`src/rtl/mem_port_arbiter.sv`:
```
`timescale 1ns/1ps
// mem_port_arbiter
// Round-robin arbiter and sequencer placing two requesters in front of one
// single-port valid/ready memory that answers one cycle after it samples
// m_valid. Only one command is in flight at a time. A watchdog ends a
// command whose response never comes and flags it with an error pulse.
//
// Handshake: a requester holds reqN_valid high, with its command fields
// stable, until it sees a one-cycle reqN_gnt. A one-cycle reqN_done follows
// when the command ends. reqN_err is high in that same cycle only on a
// timeout. Toward the memory, m_valid is high for exactly one cycle per
// command. m_ready is only looked at while a response is awaited.
//
// Ports
//   clk, rst                      clock; synchronous active-high reset
//   reqN_valid/wr/addr/wdata      command from requester N (N = 0, 1)
//   reqN_gnt, reqN_done, reqN_err one-cycle pulses to requester N
//   reqN_rdata                    last successful read data for requester N
//   m_valid/wr_rd/addr/wdata      memory command
//   m_rdata, m_ready              memory response
//   busy                          a command is in progress (state != IDLE)
module mem_port_arbiter #(
    parameter int WIDTH      = 8,
    parameter int DEPTH      = 32,
    parameter int ADDR_WIDTH = $clog2(DEPTH),
    parameter int TIMEOUT    = 4
) (
    input  logic                  clk,
    input  logic                  rst,
    input  logic                  req0_valid,
    input  logic                  req0_wr,
    input  logic [ADDR_WIDTH-1:0] req0_addr,
    input  logic [WIDTH-1:0]      req0_wdata,
    output logic                  req0_gnt,
    output logic                  req0_done,
    output logic                  req0_err,
    output logic [WIDTH-1:0]      req0_rdata,
    input  logic                  req1_valid,
    input  logic                  req1_wr,
    input  logic [ADDR_WIDTH-1:0] req1_addr,
    input  logic [WIDTH-1:0]      req1_wdata,
    output logic                  req1_gnt,
    output logic                  req1_done,
    output logic                  req1_err,
    output logic [WIDTH-1:0]      req1_rdata,
    output logic                  m_valid,
    output logic                  m_wr_rd,
    output logic [ADDR_WIDTH-1:0] m_addr,
    output logic [WIDTH-1:0]      m_wdata,
    input  logic [WIDTH-1:0]      m_rdata,
    input  logic                  m_ready,
    output logic                  busy
);

    localparam int CW = (TIMEOUT > 2) ? $clog2(TIMEOUT) : 1;

    typedef enum logic [1:0] {
        IDLE  = 2'd0,
        ISSUE = 2'd1,
        WAIT  = 2'd2
    } state_t;

    state_t        state;
    logic          owner;     // requester that owns the command in flight
    logic          last;      // requester served last; 1 after reset so req0 is favoured
    logic [CW-1:0] wd_cnt;    // WAIT cycles that ended without m_ready
    logic          pick1;     // requester 1 wins if the accept happens now

    // With both pending, the one that was not served last wins.
    always_comb begin
        pick1 = req1_valid;
        if (req0_valid && req1_valid) begin
            pick1 = ~last;
        end
    end

    always_ff @(posedge clk) begin
        if (rst) begin
            state      <= IDLE;
            owner      <= 1'b0;
            last       <= 1'b1;
            wd_cnt     <= '0;
            req0_gnt   <= 1'b0;
            req0_done  <= 1'b0;
            req0_err   <= 1'b0;
            req0_rdata <= '0;
            req1_gnt   <= 1'b0;
            req1_done  <= 1'b0;
            req1_err   <= 1'b0;
            req1_rdata <= '0;
            m_valid    <= 1'b0;
            m_wr_rd    <= 1'b0;
            m_addr     <= '0;
            m_wdata    <= '0;
            busy       <= 1'b0;
        end else begin
            // Completion pulses last exactly one cycle.
            req0_done <= 1'b0;
            req0_err  <= 1'b0;
            req1_done <= 1'b0;
            req1_err  <= 1'b0;

            case (state)
                IDLE: begin
                    if (req0_valid || req1_valid) begin
                        owner    <= pick1;
                        m_valid  <= 1'b1;
                        m_wr_rd  <= pick1 ? req1_wr    : req0_wr;
                        m_addr   <= pick1 ? req1_addr  : req0_addr;
                        m_wdata  <= pick1 ? req1_wdata : req0_wdata;
                        req0_gnt <= ~pick1;
                        req1_gnt <= pick1;
                        busy     <= 1'b1;
                        state    <= ISSUE;
                    end
                end

                ISSUE: begin
                    m_valid  <= 1'b0;
                    req0_gnt <= 1'b0;
                    req1_gnt <= 1'b0;
                    wd_cnt   <= '0;
                    state    <= WAIT;
                end

                WAIT: begin
                    if (m_ready) begin
                        if (owner) begin
                            req1_done <= 1'b1;
                            if (!m_wr_rd) req1_rdata <= m_rdata;
                        end else begin
                            req0_done <= 1'b1;
                            if (!m_wr_rd) req0_rdata <= m_rdata;
                        end
                        last  <= owner;
                        busy  <= 1'b0;
                        state <= IDLE;
                    end else if (wd_cnt == CW'(TIMEOUT - 1)) begin
                        // This silent cycle is the TIMEOUT-th one: abort.
                        if (owner) begin
                            req1_done <= 1'b1;
                            req1_err  <= 1'b1;
                        end else begin
                            req0_done <= 1'b1;
                            req0_err  <= 1'b1;
                        end
                        last  <= owner;
                        busy  <= 1'b0;
                        state <= IDLE;
                    end else begin
                        wd_cnt <= wd_cnt + CW'(1);
                    end
                end

                default: begin
                    busy  <= 1'b0;
                    state <= IDLE;
                end
            endcase
        end
    end

endmodule

```
`config.mk`:
```
export PLATFORM = sky130hd
export DESIGN_NAME = mem_port_arbiter
export DESIGN_NICKNAME = d
export VERILOG_FILES = /design/src/rtl/mem_port_arbiter.sv
export SDC_FILE = /design/constraint.sdc
export NUM_CORES = 1
export LEC_CHECK = 0
export BUFFER_PORTS_ARGS = -buffer_cell sky130_fd_sc_hd__buf_2
export CAP_MARGIN = 20
export CORE_MARGIN = 4
export CORE_UTILIZATION = 25
export DETAILED_ROUTE_END_ITERATION = 12
export SLEW_MARGIN = 20
export SYNTH_ARGS = -nofsm -noshare
export SYNTH_HDL_FRONTEND = slang
export SYNTH_SLANG_ARGS = --single-unit
```
`constraint.sdc`:
```
create_clock -name clk -period 1.4 [get_ports clk]
set_input_delay 0.14 -clock clk [delete_from_list [all_inputs] [get_ports clk]]
set_output_delay 0.14 -clock clk [all_outputs]
set_load 0.01 [all_outputs]
```
==> results.cfg <==
[cts]
cts.reportedPaths.clkPinSlew_ns = 0.08
tritoncts = built
ctsHtreeMaxLevel = 2
cts.repair.resized = 0
cts.repair_timing.setup_buffer_count = 0
cts-root-buf = sky130_fd_sc_hd__clkbuf_8
tritoncts.num_buffers = 5
ctsLongestPathBuffers = 2
holdBufCountCts = 0
clock_insertion_delay_worst_skew_ns = 0.29
clkSinkCount = 44

[timing]
timing_hold_violations_final = 0
worstMarginPinSlew_ns = 0.616
achievable-frequency_mhz = 782
finalSetupViolCount = 0
post-route-min-period_ns = 1.28
whs_ns = 0.103
max_slew_margin_pct = 58.9
fin_ws_ns = 0.122
grt_setup_unrepaired = no
final_min_period_over_clock_period_pct = 91.3
timing.final.max_slew_violations = 0
tns_ns = 0
worst_skew_ns = 0.00705

[logic_synthesis]
synth.lib_cells_used.distinct = 35
synth_nets = 263
synthArstFlopShare_pct = 0
synth_top_flop_cell = sky130_fd_sc_hd__dfxtp_1
synth_sequential_area_ratio_pct = 45.4
ys_seq_elements = 44
yosys.cell_count.top_type = sky130_fd_sc_hd__dfxtp_1
yosysWarnings = 0
post_synth_instance_area_mm2 = 0.00194
area_share_of_the_leading_cell_type_in_the_synthesized_netlist_pct = 45.4
syn-mean-instance-area_um2 = 8.78
number_of_flops_mapped_to_enable_cells_by_yosys = 0
synth.largest_area_cell = sky130_fd_sc_hd__dfxtp_1
synth_top_cells_by_count = sky130_fd_sc_hd__dfxtp_1 (44), sky130_fd_sc_hd__nand3_1 (31), sky130_fd_sc_hd__a21oi_1 (24)
post_synth_main_area_contributors = sky130_fd_sc_hd__dfxtp_1 (45%), sky130_fd_sc_hd__nand3_1 (8.0%), sky130_fd_sc_hd__a21oi_1 (6.2%)
synthesis.instances = 221

[die]
die_height_um = 96.1
coreArea_mm2 = 0.00741
ios = 79
chipWidth_um = 96.1
floorplan.initialDensity_pct = 26.2
floorplan_die_area_mm2 = 0.00923
rows = 31

[routing]
wirelength_um = 5400
ant_nets = 0
drc_errors = 0
route.detailed.vias_per_inst = 4.73
vias = 1884
avgRoutedWirePerCell_um = 13.6
drt_first_iter_violations = 61
drt_pass_1_iters = 4

[placement]
placedCellCount = 390
placement.io_buffers = 78
detailedPlace.worstSlack_ns = 0.0458
postPlaceCellArea_mm2 = 0.00244
detailedPlacementHpwl_um = 4000
place.gp.congestion = 0.764

[critical_path]
worst_r2r_path_depth = 3
cp_data_arrival_time_ns = 1.46
start_kind = flip-flop
timing.critical_path.required_ns = 1.59
timing.critical_path.to_type = flip-flop
reg2reg_setup_slack_ns = 0.12
criticalPathCategory = flip-flop to flip-flop
crit_fanout = 16

[worst_hold_path]
worstHoldPathCells = 3
hold_path.class = input port to flip-flop

[pwr]
p_total_mw = 2.81
power_density_mw_per_mm2 = 1100
largest_vdd_supply_drop_uv = 384
standby_leakage_power_nw = 1.05

[global_route]
grt_first_pass_wirelength_um = 8630
number_of_global_route_vias_before_repair = 1870
number_of_antenna_violations_at_the_first_check_in_global_routing = 0
grt_max_degree = 25
grt_util_all_layers_pct = 12.1
grt_overflow_total = 0

[final_layout]
nNetsFinal = 340
instances_no_fill = 398
post_route_cells_drive_above_1_share_pct = 38.5
area_delta_synth_final_pct = 31.4
final_design_area_no_fill_mm2 = 0.00255
antenna_cells = 0
layout.core_utilization_pct = 34.4
fillers = 792

[flow_run]
drv.max_cap_violation_count = 0

[outcome]
run_status = finished, final reports clean
[worst max-delay path, stage by stage (launching register included)]
cell,delay [ns]
sky130_fd_sc_hd__dfxtp_1,0.36
sky130_fd_sc_hd__or3b_4,0.51
sky130_fd_sc_hd__o21ai_0,0.21
sky130_fd_sc_hd__a21oi_1,0.08
[layer usage]
metal / global-route usage, % / routed length, um / vias to the layer above
li1: - / - / 973
met1: 15.2 / 2460 / 832
met2: 19.0 / 2320 / 74
met3: 4.69 / 555 / 5
met4: 3.91 / 63 / 0
met5: 0 / 0 / -
[flip-flops by register name, summed over array words and instances, names as in the netlist, 2 cells and up]
register,cells
wd_cnt,2
state,2
req0_rdata,8
req1_rdata,8
m_wdata,8
m_addr,5
[power breakdown]
group / internal, mW / switching [mW]
clock network: 0.530 / 0.418
logic: 0.214 / 0.291
registers: 1.32 / 0.0383
[cell type report]
class	count	area, um2	area share (%)
Inverter	2	7.51	0.295
Timing Repair Buffer	92	520	20.4
Clock buffer	6	72.6	2.85
Clock inverter	2	35.0	1.37
Multi-Input combinational cell	153	908	35.6
Sequential cell	44	881	34.6
Tap cell	99	124	4.86
[cell usage in the layout (no fill, tap or decap), types with 3 or more instances in the layout]
cell,Yosys,final
sky130_fd_sc_hd__nand3_1,31,31
sky130_fd_sc_hd__o21ai_0,23,23
sky130_fd_sc_hd__o21ai_2,8,8
sky130_fd_sc_hd__a21oi_1,24,24
sky130_fd_sc_hd__buf_4,2,12
sky130_fd_sc_hd__clkbuf_8,2,5
sky130_fd_sc_hd__nand2b_1,5,5
sky130_fd_sc_hd__dfxtp_1,44,44
sky130_fd_sc_hd__buf_2,7,78
sky130_fd_sc_hd__nor2b_1,3,3
sky130_fd_sc_hd__nand2_1,5,5
sky130_fd_sc_hd__a31oi_1,14,14
sky130_fd_sc_hd__nor2_1,5,4
sky130_fd_sc_hd__nand4_1,14,14
[path summary, 6_finish.rpt]
| path | startpoint | to |
|---|---|---|
| worst max-delay path | state[0]$_SDFFE_PP0P_ | req1_rdata[3]$_SDFFE_PP0P_ |
| worst min-delay path | m_rdata[2] | req1_rdata[2]$_SDFFE_PP0P_ |
| worst max register to register | state[0]$_SDFFE_PP0P_ | req1_rdata[3]$_SDFFE_PP0P_ |
| worst min register to register | m_valid$_SDFFE_PP0P_ | m_valid$_SDFFE_PP0P_ |
[kinds of logic (layout without fill, tap and decap cells)]
| group | after synthesis | after routing | share of synthesized area [%] |
|---|---|---|---|
| buffers and inverters | 24 | 102 | 7.87 |
| adders and majority gates | 1 | 1 | 0.645 |
| and+or+nand+nor | 74 | 74 | 22.2 |
| DFF | 44 | 44 | 45.4 |
| AOI/OAI and AO/OA | 78 | 78 | 23.9 |
Note: power is estimated with default switching activity, not from simulation.
